--- config.mk ---
export PLATFORM = sky130hd
export DESIGN_NAME = quad_phase_gen
export DESIGN_NICKNAME = d
export VERILOG_FILES = /design/src/rtl/quad_pkg.sv /design/src/rtl/quad_dwell_timer.sv /design/src/rtl/quad_phase_gen.sv
export SDC_FILE = /design/constraint.sdc
export NUM_CORES = 1
export LEC_CHECK = 0
export CORE_MARGIN = 4
export CORE_UTILIZATION = 45
export CTS_CLUSTER_DIAMETER = 150
export CTS_CLUSTER_SIZE = 20
export DETAILED_ROUTE_END_ITERATION = 7
export GPL_ROUTABILITY_DRIVEN = 0
export PLACE_DENSITY = 0.78
export SYNTH_ARGS = -nofsm -noshare
export SYNTH_HDL_FRONTEND = slang
export SYNTH_SLANG_ARGS = --single-unit
--- constraint.sdc ---
create_clock -name i_clk -period 1.7 [get_ports i_clk]
set_input_delay 0.255 -clock i_clk [delete_from_list [all_inputs] [get_ports i_clk]]
set_output_delay 0.255 -clock i_clk [all_outputs]
set_load 0.05 [all_outputs]
--- src/rtl/quad_pkg.sv ---
`default_nettype none
// ============================================================================
// Package : quad_pkg
// Purpose : Shared quadrature FSM states, {A,B} phase encodings and index type.
// Rev     : 1.0
// ============================================================================
package quad_pkg;

    typedef enum logic [2:0] {
        IDLE     = 3'd0,
        PH_LEAD  = 3'd1,
        PH_BOTH  = 3'd2,
        PH_TRAIL = 3'd3,
        PH_ZERO  = 3'd4
    } state_t;

    localparam logic [1:0] c_PH_ZERO = 2'b00;
    localparam logic [1:0] c_PH_A    = 2'b10;
    localparam logic [1:0] c_PH_B    = 2'b01;
    localparam logic [1:0] c_PH_AB   = 2'b11;

    localparam int c_INDEX_CNT_W = 16;
    typedef logic [c_INDEX_CNT_W-1:0] index_cnt_t;

    // {A,B} shown while in a given state; CW leads with A, CCW leads with B.
    function automatic logic [1:0] phase_code(input state_t st, input logic cw);
        logic [1:0] code;
        code = c_PH_ZERO;
        case (st)
            PH_LEAD:  code = cw ? c_PH_A : c_PH_B;
            PH_BOTH:  code = c_PH_AB;
            PH_TRAIL: code = cw ? c_PH_B : c_PH_A;
            default:  code = c_PH_ZERO;
        endcase
        return code;
    endfunction

endpackage
`default_nettype wire

--- src/rtl/quad_dwell_timer.sv ---
`default_nettype none
// ============================================================================
// Module  : quad_dwell_timer
// Purpose : Reloadable phase dwell counter; o_expire marks the final dwell cycle.
// Rev     : 1.0
// ============================================================================
module quad_dwell_timer #(
    parameter int TICKS = 4
) (
    input  logic i_clk,
    input  logic i_rst_n,
    input  logic i_load,
    output logic o_expire
);

    localparam int c_CNT_W = $clog2(TICKS + 1);

    logic [c_CNT_W-1:0] r_count;

    // Loading on the entry edge makes the state last exactly TICKS cycles.
    always_ff @(posedge i_clk or negedge i_rst_n) begin
        if (!i_rst_n) begin
            r_count <= '0;
        end else if (i_load) begin
            r_count <= c_CNT_W'(TICKS);
        end else if (r_count != '0) begin
            r_count <= r_count - c_CNT_W'(1);
        end
    end

    assign o_expire = (r_count == c_CNT_W'(1));

endmodule
`default_nettype wire

--- src/rtl/quad_phase_gen.sv ---
`default_nettype none
// ============================================================================
// Module  : quad_phase_gen
// Purpose : Quadrature A/B detent generator; index pulse output is compiled in
//           with macro QUAD_PHASE_GEN_INDEX_EN.
// Rev     : 1.0
// ============================================================================
module quad_phase_gen
    import quad_pkg::*;
#(
    parameter int PHASE_TICKS   = 4,
    parameter int STEPS_W       = 8,
    parameter int INDEX_DETENTS = 24
) (
    input  logic               i_clk,
    input  logic               i_rst_n,
    input  logic               i_cmd_valid,
    output logic               o_cmd_ready,
    input  logic               i_cmd_cw,
    input  logic [STEPS_W-1:0] i_cmd_steps,
    output logic               o_phase_a,
    output logic               o_phase_b,
    output logic               o_done
`ifdef QUAD_PHASE_GEN_INDEX_EN
    ,
    output logic               o_index
`endif
);

    if (PHASE_TICKS < 1 || PHASE_TICKS > 65535 || STEPS_W < 1 ||
        INDEX_DETENTS < 1 || INDEX_DETENTS > 65536) begin : g_param_check
        $error("quad_phase_gen: parameter out of range");
    end

    state_t             r_state;
    logic [1:0]         r_phase;
    logic               r_cw;
    logic [STEPS_W-1:0] r_steps;
    logic               r_done;

    logic w_expire;
    logic w_last;
    logic w_load;

    assign w_last = (r_steps == STEPS_W'(1));

    // Reload on every entry into a phase state, never on the final return to IDLE.
    assign w_load = ((r_state == IDLE) && i_cmd_valid && (i_cmd_steps != '0)) ||
                    ((r_state != IDLE) && w_expire &&
                     !((r_state == PH_ZERO) && w_last));

    quad_dwell_timer #(
        .TICKS (PHASE_TICKS)
    ) u_dwell (
        .i_clk    (i_clk),
        .i_rst_n  (i_rst_n),
        .i_load   (w_load),
        .o_expire (w_expire)
    );

    always_ff @(posedge i_clk or negedge i_rst_n) begin
        if (!i_rst_n) begin
            r_state <= IDLE;
            r_phase <= c_PH_ZERO;
            r_cw    <= 1'b0;
            r_steps <= '0;
            r_done  <= 1'b0;
        end else begin
            r_done <= 1'b0;
            case (r_state)
                IDLE: begin
                    if (i_cmd_valid) begin
                        r_cw    <= i_cmd_cw;
                        r_steps <= i_cmd_steps;
                        if (i_cmd_steps == '0) begin
                            r_done <= 1'b1;
                        end else begin
                            r_state <= PH_LEAD;
                            r_phase <= phase_code(PH_LEAD, i_cmd_cw);
                        end
                    end
                end
                PH_LEAD: begin
                    if (w_expire) begin
                        r_state <= PH_BOTH;
                        r_phase <= phase_code(PH_BOTH, r_cw);
                    end
                end
                PH_BOTH: begin
                    if (w_expire) begin
                        r_state <= PH_TRAIL;
                        r_phase <= phase_code(PH_TRAIL, r_cw);
                    end
                end
                PH_TRAIL: begin
                    if (w_expire) begin
                        r_state <= PH_ZERO;
                        r_phase <= c_PH_ZERO;
                    end
                end
                PH_ZERO: begin
                    if (w_expire) begin
                        r_steps <= r_steps - STEPS_W'(1);
                        if (w_last) begin
                            r_state <= IDLE;
                            r_done  <= 1'b1;
                        end else begin
                            r_state <= PH_LEAD;
                            r_phase <= phase_code(PH_LEAD, r_cw);
                        end
                    end
                end
                default: begin
                    r_state <= IDLE;
                    r_phase <= c_PH_ZERO;
                end
            endcase
        end
    end

    assign o_cmd_ready = (r_state == IDLE);
    assign o_phase_a   = r_phase[1];
    assign o_phase_b   = r_phase[0];
    assign o_done      = r_done;

`ifdef QUAD_PHASE_GEN_INDEX_EN
    index_cnt_t r_idx_cnt;
    index_cnt_t w_idx_nxt;
    logic       r_index;

    assign w_idx_nxt = (r_idx_cnt == index_cnt_t'(INDEX_DETENTS - 1)) ?
                       '0 : r_idx_cnt + index_cnt_t'(1);

    // The detent is counted as it enters its zero dwell, so the pulse spans that dwell.
    always_ff @(posedge i_clk or negedge i_rst_n) begin
        if (!i_rst_n) begin
            r_idx_cnt <= '0;
            r_index   <= 1'b0;
        end else if ((r_state == PH_TRAIL) && w_expire) begin
            r_idx_cnt <= w_idx_nxt;
            r_index   <= (w_idx_nxt == '0);
        end else if ((r_state == PH_ZERO) && w_expire) begin
            r_index   <= 1'b0;
        end
    end

    assign o_index = r_index;
`endif

endmodule
`default_nettype wire

Word level (Yosys, flattened, before mapping)
Cells that the tools add are included.

storage, ports and cells
  register bits after elaboration = 18
  latch bits = 0
  memory bits (writable) = 0
  bits in read-only memories = 0
  input port bits = 12
  output and inout bits = 4
  word-level logic and storage cells = 68
  memories = 0

cells by class
  $add $sub $neg = 2
  multiply operators = 0
  div/mod/pow operators = 0
  order comparisons = 0
  eq/ne operators = 13
  shift operators = 0
  mux-type cells = 29
  bitwise logic cells = 0
  reductions and logical operators = 18

operators with widths
  kind                                              number
  2-to-1 mux 3 bit                                  8
  2-to-1 mux 2 bit                                  10
  2-to-1 mux 8 bit                                  2
  one-hot mux 8 bit (2 select lines)                1
  one-hot mux 3 bit (5 select lines)                1
  inequality test 2 bit, second input constant      7
  one-hot mux 2 bit (5 select lines)                1
  == test 8 x 1 -> 1 bit, second input constant     1
  zero test 8 bit                                   1
  nonzero test 8 bit                                1
  subtractor 8 x 1 -> 8 bit, second input constant  1
  AND reduction 7 bit                               1
  == test 3 x 1 -> 1 bit, second input constant     2
  == test 3 x 2 -> 1 bit, second input constant     2
  AND reduction 6 bit                               1
  nonzero test 3 bit                                2
  logical AND 1 bit                                 5
  2-to-1 mux 1 bit                                  5
  nonzero test 2 bit                                2
  == test 3 bit, second input constant              1
  zero test 3 bit                                   1
  AND reduction 3 bit                               1
  subtractor 3 x 1 -> 3 bit, second input constant  1
  one-hot mux 1 bit (2 select lines)                1
  3 further kinds                                   3

Longest topological paths before layout
  word-level depth = 6
  gate-level depth with buffers = 7
  mapped depth without buffers = 6

Hierarchy
From an unflattened synthesis, not the netlist that was laid out.

second synthesis, totals
  cell total of the unflattened synthesis = 130
  area, all modules = 1266.2 sq um

modules (own cells, without submodules)
  module            times used  cells an instance  area each (sq um)  sequential area each (sq um)
  quad_phase_gen    1           112                1068.5             375.4
  quad_dwell_timer  1           18                 197.7              75.1

Least setup slack after synthesis
No wires, ideal clock.

  path type = register to register
  start = register r_steps[1]
  end = register r_phase[0]
  library setup time = 0.128 ns
  data arrival time = 1.593 ns
  data required time = 1.572 ns
  slack = -0.020 ns
  stages on the path, launching flop included = 7
  buffers on the path = 0
  clock period less this slack = 1.720 ns
  cell sequence = dfrtp_1 inv_1 ha_1 or3b_2 o21ai_2 a32oi_1 mux2_1

between the ends
  cells in the longest elaborated chain, start to end = 3

RTL lines
  item                                    RTL line               text
  start, declared                         quad_phase_gen.sv:38   logic [STEPS_W-1:0] r_steps;
  start signal, assigned                  quad_phase_gen.sv:74   r_steps <= i_cmd_steps;
  start signal, assigned                  quad_phase_gen.sv:103  r_steps <= r_steps - STEPS_W'(1);
  == test 8 x 1 -> 1 bit                  quad_phase_gen.sv:45   assign w_last = (r_steps == STEPS_W'(1));
  inequality test 2 bit (no source line)  n/a
  AND reduction 7 bit (no source line)    n/a
  end signal, assigned                    quad_phase_gen.sv:64   r_phase <= c_PH_ZERO;
  end signal, assigned                    quad_phase_gen.sv:79   r_phase <= phase_code(PH_LEAD, i_cmd_cw);
  end signal, assigned                    quad_phase_gen.sv:86   r_phase <= phase_code(PH_BOTH, r_cw);
  end, declared                           quad_phase_gen.sv:36   logic [1:0] r_phase;

No other way between the ends.
A chain may end at the register's enable or synchronous reset.

Final worst setup path
  start = register r_steps[4]
  end = register r_phase[1]

The elaborated chain is that of the path after synthesis.

==> key figures <==
Timing
  • Headroom to the max-slew limit: 81.5%
  • Final critical delay including setup and external delays: 1.73 ns
  • Timing-limited maximum frequency: 577 MHz
  • Max Slew Vio Count: 0
  • Fraction of the cycle the final worst path needs: 102%
  • Setup clock skew after layout: 0.00647 ns
  • Setup TNS: -0.0671 ns
  • Transition at the pin with the smallest max-transition slack: 0.276 ns
  • Final hold violation count: 0
  • Setup repair after global routing missed its margin: true
  • Number of failing setup endpoints in the final timing report: 3
  • Post-route setup slack: -0.0322 ns

Floorplan
  • Horizontal die dimension: 58.8 um
  • Full die area: 3460 um^2
  • Effective utilization at floorplan: 46.9%
  • Height of the die: 58.8 um
  • Number of rows in the core area: 18
  • Top-Level Pins: 16
  • Placeable core region: 2480 um^2

Global routing
  • Total gr overflow: 0
  • Number of global-route vias before repair: 1054
  • Initial antenna violation count: 0
  • Largest net degree at the start of global routing: 23
  • Global-route usage over all layers: 17.4%
  • Wire length of the first global-routing pass: 4640 um

Run status
  • Violations in the final reports: setup timing
  • Status: finished with violations

Setup path
  • Largest fanout on the critical path: 5
  • Start point of the critical path: r_steps[4]
  • Critical R2R Launch: r_steps[4]
  • Delay of the slowest cell on the worst path: 0.59 ns
  • Signal arrival time at the worst endpoint: 1.93 ns
  • CP endpoint kind: flop
  • Highest-delay cell along the critical path: or4_4
  • Required time at the endpoint of the critical path: 1.90 ns
  • Cell-by-cell trace of the critical path: or4_4 -> o21ai_4 -> a32oi_2 -> mux2_1
  • Setup crit start kind: flop
  • Setup CP Type: reg2reg

Final layout
  • Ant. Diodes: 0
  • Proportion of layout cells with a drive suffix above 1: 31.2%
  • Final #Nets: 176
  • Number of filler cells placed in the layout: 219
  • Number of cells in the finished layout apart from fillers: 187
  • Commonest non-fill, non-tap cells in the layout: buf_4, dfrtp_1, nor2_1
  • Final core utilization: 62.8%
  • Area growth syn-to-layout: 34.1%
  • Most common cell after layout, fill and taps aside: buf_4

Route
  • Number of nets still failing antenna checks after routing: 0
  • Vias per std cell: 5.84
  • Detailed-route via count: 1093
  • Drt drc: 0
  • Drt first-iter violations: 54
  • Overall routed net length: 2780 um
  • Drt pass-1 iters: 4
  • Routed length per placed instance: 14.9 um

Synthesis
  • Post-synthesis instance area: 1160 um^2
  • Fraction of the yosys area taken by sequential cells: 38.8%
  • Main flop type after synthesis: dfrtp_1
  • Syn Area/Cell: 9.00 um^2
  • Count of unique library cells instantiated by Yosys: 42
  • Number of flops mapped to enable cells by yosys: 0
  • Synthesized Nets: 146
  • Syn Inst Count: 129
  • Fraction of registers with async set/reset: 100%
  • Synth warn: 0
  • Count of state elements after synthesis: 18

Clock network
  • Clock latency on the worst-skew pair: 0.30 ns
  • H-tree lvl count: 1
  • Number of buffers created by CTS: 3
  • Buffer depth of the longest clock path: 2
  • Clock tree sinks: 18
  • TritonCTS clock tree: built
  • Clock-pin slew of the registers on the worst-case setup and hold paths: 0.10 ns
  • Clock root buffer: clkbuf_4

Power and ir drop
  • Pwr/cell area: 622 nW/um^2
  • Maximum resistive drop on vdd: 0.514 mV
  • Leakage power of the design: 0.675 nW

Placed design
  • # placed instances: 182
  • Buffers added on ports: 15
  • Hpwl dp: 2130 um

Flow run
  • Max_cap viols: 0

Min path
  • Worst min-delay path class: in2async
## logic make-up (layout without fill, tap and decap cells)
family | Yosys count | after routing | synth area share (%)
and+or+nand+nor | 48 | 48 | 24.2
AOI/OAI and AO/OA | 39 | 39 | 21.6
DFF | 18 | 18 | 38.8
buffers and inverters | 13 | 41 | 4.63
adders and majority gates | 5 | 5 | 5.39
muxes | 4 | 4 | 3.88
xor gates and xnor gates | 2 | 2 | 1.51
## power by group
group	total, mW	internal, mW	leakage (nW)	switching (mW)
Clock	0.217	0.0827	0.0138	0.134
Sequential	0.481	0.456	0.227	0.0244
Combinational	0.271	0.132	0.434	0.139
## cell type report
type                       count  area [um^2]  area share (%)
inverter                       5         18.8            1.21
timing repair buffer          33          293            18.8
clock buffer                   3         22.5            1.45
multi-input combinational     98          733            47.1
sequential                    18          452            29.0
tap                           30         37.5            2.41
## metal layers
layer | part of all wire (%) | GRT usage [%] | wire (um) | vias to the layer above
li1 | - | - | - | 523
met1 | 43 | 20.8 | 1190 | 535
met4 | 1.8 | 6.47 | 49 | 0
met2 | 51 | 31.1 | 1410 | 30
met5 | 0 | 0 | 0 | -
met3 | 5.0 | 2.63 | 138 | 5
## critical path: cells and delay by family (launching register included)
| family | cells | cell delay (ns) |
|---|---|---|
| compound gates | 2 | 0.32 |
| mux | 1 | 0.32 |
| simple gates | 1 | 0.59 |
| flops | 1 | 0.39 |
## cell usage after synthesis (2+ instances only)
cell	number	area (um^2)
o211ai_1	2	15.0
o32ai_1	2	17.5
nor2b_1	4	25.0
nand2b_1	2	12.5
dfrtp_1	18	450
mux2_2	2	22.5
or4_4	2	22.5
o21ai_0	9	45.0
nor4_1	3	18.8
o21a_1	2	15.0
nor2_1	12	45.0
buf_2	4	20.0
mux2_1	2	22.5
or4_1	2	15.0
inv_1	5	18.8
o21ai_1	3	15.0
clkbuf_1	4	15.0
a21oi_1	10	50.1
nor3_1	5	25.0
or3_1	3	18.8
ha_1	5	62.6
nand2_1	5	18.8
o2bb2ai_1	4	35.0
## per-stage QoR
step / setup WS, ns / hold slack, ns / power [mW] / instance area [um^2]
after global routing: -0.0815 / 0.302 / 1.02 / 1560
final: -0.0322 / 0.280 / 0.968 / 1560
after global placement: -0.372 / 0.471 / 0.723 / 1450
after CTS: -0.0377 / 0.289 / 0.961 / 1520
after detailed placement: -0.417 / 0.480 / 0.737 / 1450
after floorplan: 0.0137 / -0.0406 / 0.625 / 1170
## path summary, 6_finish.rpt
kind / end / slack (ns) / depth (start not counted)
setup / recovery: r_phase[1] / -0.03 / 4
hold reg to reg: r_phase[1] / 0.50 / 1
min in group i_clk: r_steps[2] / 0.38 / 3
max in group asynchronous: r_state[1] / 1.21 / 2
setup reg to reg: r_phase[1] / -0.03 / 4
hold / removal: r_phase[0] / 0.28 / 2
## sequential cells by signal (all words and copies together) (netlist names)
name and flops:
r_phase 2, r_steps 8, r_cw 1, r_state 3, u_dwell.r_count 3, o_done 1
## what timing repair did
action | CTS | global route
gates resized for setup | 16 | 7
setup endpoints to repair | 7 | 10
pin swaps | 7 | 2
hold buffers | 0 | 0
buffers inserted | 1 | 1
Note: power is estimated with default switching activity, not from simulation.
==> RTL change 1 (same flow settings) <==
The 5 states of `state_t` get a Gray code encoding in 3 bits.
--- a/src/rtl/quad_pkg.sv
+++ b/src/rtl/quad_pkg.sv
@@ -7,11 +7,11 @@
 package quad_pkg;
 
     typedef enum logic [2:0] {
-        IDLE     = 3'd0,
-        PH_LEAD  = 3'd1,
-        PH_BOTH  = 3'd2,
-        PH_TRAIL = 3'd3,
-        PH_ZERO  = 3'd4
+        IDLE     = 3'b000,
+        PH_LEAD  = 3'b001,
+        PH_BOTH  = 3'b011,
+        PH_TRAIL = 3'b010,
+        PH_ZERO  = 3'b110
     } state_t;
 
     localparam logic [1:0] c_PH_ZERO = 2'b00;
Function: same outputs for any inputs over 10 cycles, from zero or initial values and one cycle with i_rst_n low; not proved beyond that.
==> RTL change 1 against the original RTL <==
  * Area after synthesis down 0.75%
  * Via count up 0.82%
  * Sequential cell count unchanged
  * Core utilization down 1.9 points
  * Setup slack better by 0.11 ns
  * Critical path depth unchanged
  * Cell area down 3.9%
  * Routed wire length up 2.5%
  * Highest routed layer unchanged
Power is not compared: it rests on default switching activity, and its combinational part moved more than twofold at a synthesized area within 25%.
==> RTL change 1: results (changes against the original RTL) <==
Compound-Gate Fraction of Synth Area=20.1% (-1.5 points); Post-CTS Setup Bufs=0 (-1); Design Power=2.38 mW; WL met1=1190 um (+0.34%); sequential element share of the synthesized area=39.1% (+0.29 points); Vias/cell=5.86 (+0.29%); multi-input gates=99 (+1.0%); multi-input logic area=674 um^2 (-8.0%); post-DP HPWL=2210 um (+3.4%); clk tree area frac=1.51% (+0.058 points); Iter 0 DRT Violations=34 (-37%); slew at the pin with the worst max-slew slack=0.330 ns (+0.0532 ns); final setup skew=0.00603 ns (-0.000438 ns); most common library cells after synthesis=18 x dfrtp_1, 13 x nand2_1, 12 x a21oi_1, 9 x nor2_1, 7 x nand2b_1; final hold slack=0.279 ns (-0.00108 ns); Filler cells=216 (-1.4%); vias in the first global route=1083 (+2.8%); status=completed; met2 Track Usage GR=30.6% (-0.45 points); synthesized net count=145 (-0.68%); Seq area share=30.2% (+1.2 points); CP top delay family=buffers and inverters; Cell Count, Final, Fillers Out=188 (+0.53%); setup slack, reg-to-reg=0.12 ns (+0.15 ns); DR WL/cell=15.2 um (+1.9%); arrival time at the worst endpoint=1.36 ns (-0.57 ns); Synth area leaders=dfrtp_1 39%, ha_1 5.4%, a21oi_1 5.2%, nand2_1 4.2%, nand2b_1 3.8%; XOR/XNOR Fraction of Synth Area=1.52% (+0.011 points); GR met1 Demand/Resource=21.6% (+0.84 points)
[RTL change 1: cell count changes after synthesis, moves of 3 or more]
cell / delta
nand2_1: +8
o21ai_0: -7
nand2b_1: +5
clkbuf_1: -3
nor2_1: -3
nor3_1: -3
o21ai_1: +3
o22ai_1: +3
[RTL change 1: worst max path at each step]
stage	start	end	slack [ns]	cells after the start
floorplan	r_state[1]	r_phase[0]	-0.03	4
global placement	i_cmd_valid	r_steps[6]	-0.13	5
detailed placement	i_cmd_valid	r_steps[1]	-0.22	5
CTS	r_steps[1]	r_phase[1]	0.0009	6
global route	r_state[2]	o_cmd_ready	0.009	4
finish	r_state[2]	o_cmd_ready	0.08	4
[RTL change 1: worst register-to-register path: cells and delay by family (launching register included)]
kind                   cells  cell delay, ns
and+or+nand+nor            3            0.50
DFF                        1            0.46
muxes                      1            0.35
buffers and inverters      1            0.18
[RTL change 1: repair_timing]
item | in CTS | in global routing
hold buffers | 0 | 0
setup endpoints to repair | 0 | 9
gates resized for setup | 0 | 9
==> RTL change 2 (same flow settings) <==
Without the edit above. The option `QUAD_PHASE_GEN_INDEX_EN` is turned on by a define.
--- a/src/rtl/quad_phase_gen.sv
+++ b/src/rtl/quad_phase_gen.sv
@@ -5,6 +5,8 @@
 //           with macro QUAD_PHASE_GEN_INDEX_EN.
 // Rev     : 1.0
 // ============================================================================
+`define QUAD_PHASE_GEN_INDEX_EN
+
 module quad_phase_gen
     import quad_pkg::*;
 #(
Function (old outputs only; new: o_index): kept (Yosys induction, for registers that start in step).
==> RTL change 2 against the original RTL <==
  * The flow still finishes with violations (negative setup slack)
  * Combinational power rose to 7.9 times the old value
  * Sequential cell count rose by 17
  * Area after synthesis rose by 88%
  * Cell area rose by 100%
  * Via count rose by 93%
  * Hold slack improved by 0.090 ns
  * Setup slack got worse by 0.48 ns
  * Clock power rose to 3.3 times the old value
  * Power rose to 4.3 times the old value
  * Synthesized cell count rose by 92%
  * Clock skew rose by 0.0012 ns
  * Sequential share of layout area fell by 1.1 points
  * Routed wire length rose by 110%
  * Critical path type unchanged
  * Critical endpoint is now o_index
  * Largest cell class unchanged
==> RTL change 2: results (changes against the original RTL) <==
sequential element share of the synthesized area=40.1% (+1.3 points); vias in the first global route=2095 (+99%); Max VDD drop=0.691 mV (+34%); slew at the pin with the worst max-slew slack=0.452 ns (+0.176 ns); met2 Track Usage GR=33.4% (+2.3 points); Largest regs=r_idx_cnt (16), r_steps (8); final setup skew=0.00765 ns (+0.00118 ns); failing checks=negative setup slack; post-DP HPWL=4130 um (+94%); Iter 0 DRT Violations=118 (+120%); most common library cells after synthesis=35 x dfrtp_1, 26 x nand2_1, 23 x nor2_1, 21 x o21ai_0; Setup WS post-layout=-0.512 ns (-0.480 ns); dpl ws=-0.452 ns (-0.0355 ns); Synth cell types=46 (+9.5%); CTS Buf Count=5 (+2); first-pass GRT wire length=9560 um (+110%); Synth Area in Adders=3.43% (-2.0 points); Lkg Pwr=1.41 nW (+110%); Critical Path Max Stage Delay=0.55 ns (-0.04 ns); Vias/cell=5.40 (-7.7%); fin nets=341 (+94%); Switching Fraction=38.4% (+7.7 points); buffers added on ports=16 (+1); WL final=5830 um (+110%); synthesized net count=266 (+82%); final setup violation count=9 (+6); Synth top area share=40.1% (+1.3 points); Total GRT Usage=19.9% (+2.5 points); mux contribution to synthesized area=4.41% (+0.53 points); CTS root buf=clkbuf_8; Clock transition at path regs=0.07 ns (-0.03 ns); DR WL met3=299 um (+120%); crit-path max FO=2 (-3); Clock power frac=17.4% (-5.0 points); sequential share of power=31.0% (-19 points); largest net degree at the start of global routing=36 (+57%); Compound-Gate Fraction of Synth Area=14.7% (-6.9 points); final hold slack=0.369 ns (+0.0898 ns); H-tree levels=2 (+1); Filler cells=365 (+67%); GR met1 Demand/Resource=24.5% (+3.7 points); arrival time at the worst endpoint=2.41 ns (+0.48 ns); status=complete, but fails checks; grt met3 use=5.92% (+3.3 points); Worst Setup SP=r_idx_cnt[11]; Synth area leaders=dfrtp_1 40%, xnor2_1 5.2%, o21ai_0 4.8%, nand2_1 4.5%, nor2_1 3.9%; cell depth of the worst flop-to-flop path=6 (+2); cts repair resizes=7 (-9); length of routed met2 wiring=2970 um (+110%); WL met1=2400 um (+100%)
RTL change 2: cell types whose count changed in the layout (fill, tap and decap cells not counted), sizes merged, moves of 5 or more:
cell           delta
xnor2            +12
clkdlybuf4s50     +6
xor2              +7
dlygate4sd2       -6
buf              +51
nor2             +10
o21ai             +8
nor4              +6
nand2            +21
nand3             +9
nand4             +5
dfrtp            +17
RTL change 2: final cells by class:
class,count,area [um^2],share of cell area [%]
multi-input cells,190,1360,43.3
inverters,7,26.3,0.839
clock buffers,6,72.6,2.32
well taps,67,83.8,2.68
repair buffers,84,689,22.0
flip-flops and latches,35,876,28.0
clock inverters,1,30.0,0.958
RTL change 2: per-stage QoR:
step	TNS [ns]	total power [mW]	instance area, um^2	util [%]	std cells
after global placement	-1.52	3.15	2880	61.0	379
final	-1.77	4.17	3130	66.3	390
after detailed placement	-2.14	3.23	2880	61.0	379
after floorplan	-1.09	2.53	2250	-	248
after global routing	-2.69	4.47	3130	66.3	390
after CTS	-1.06	3.99	3030	64.1	386
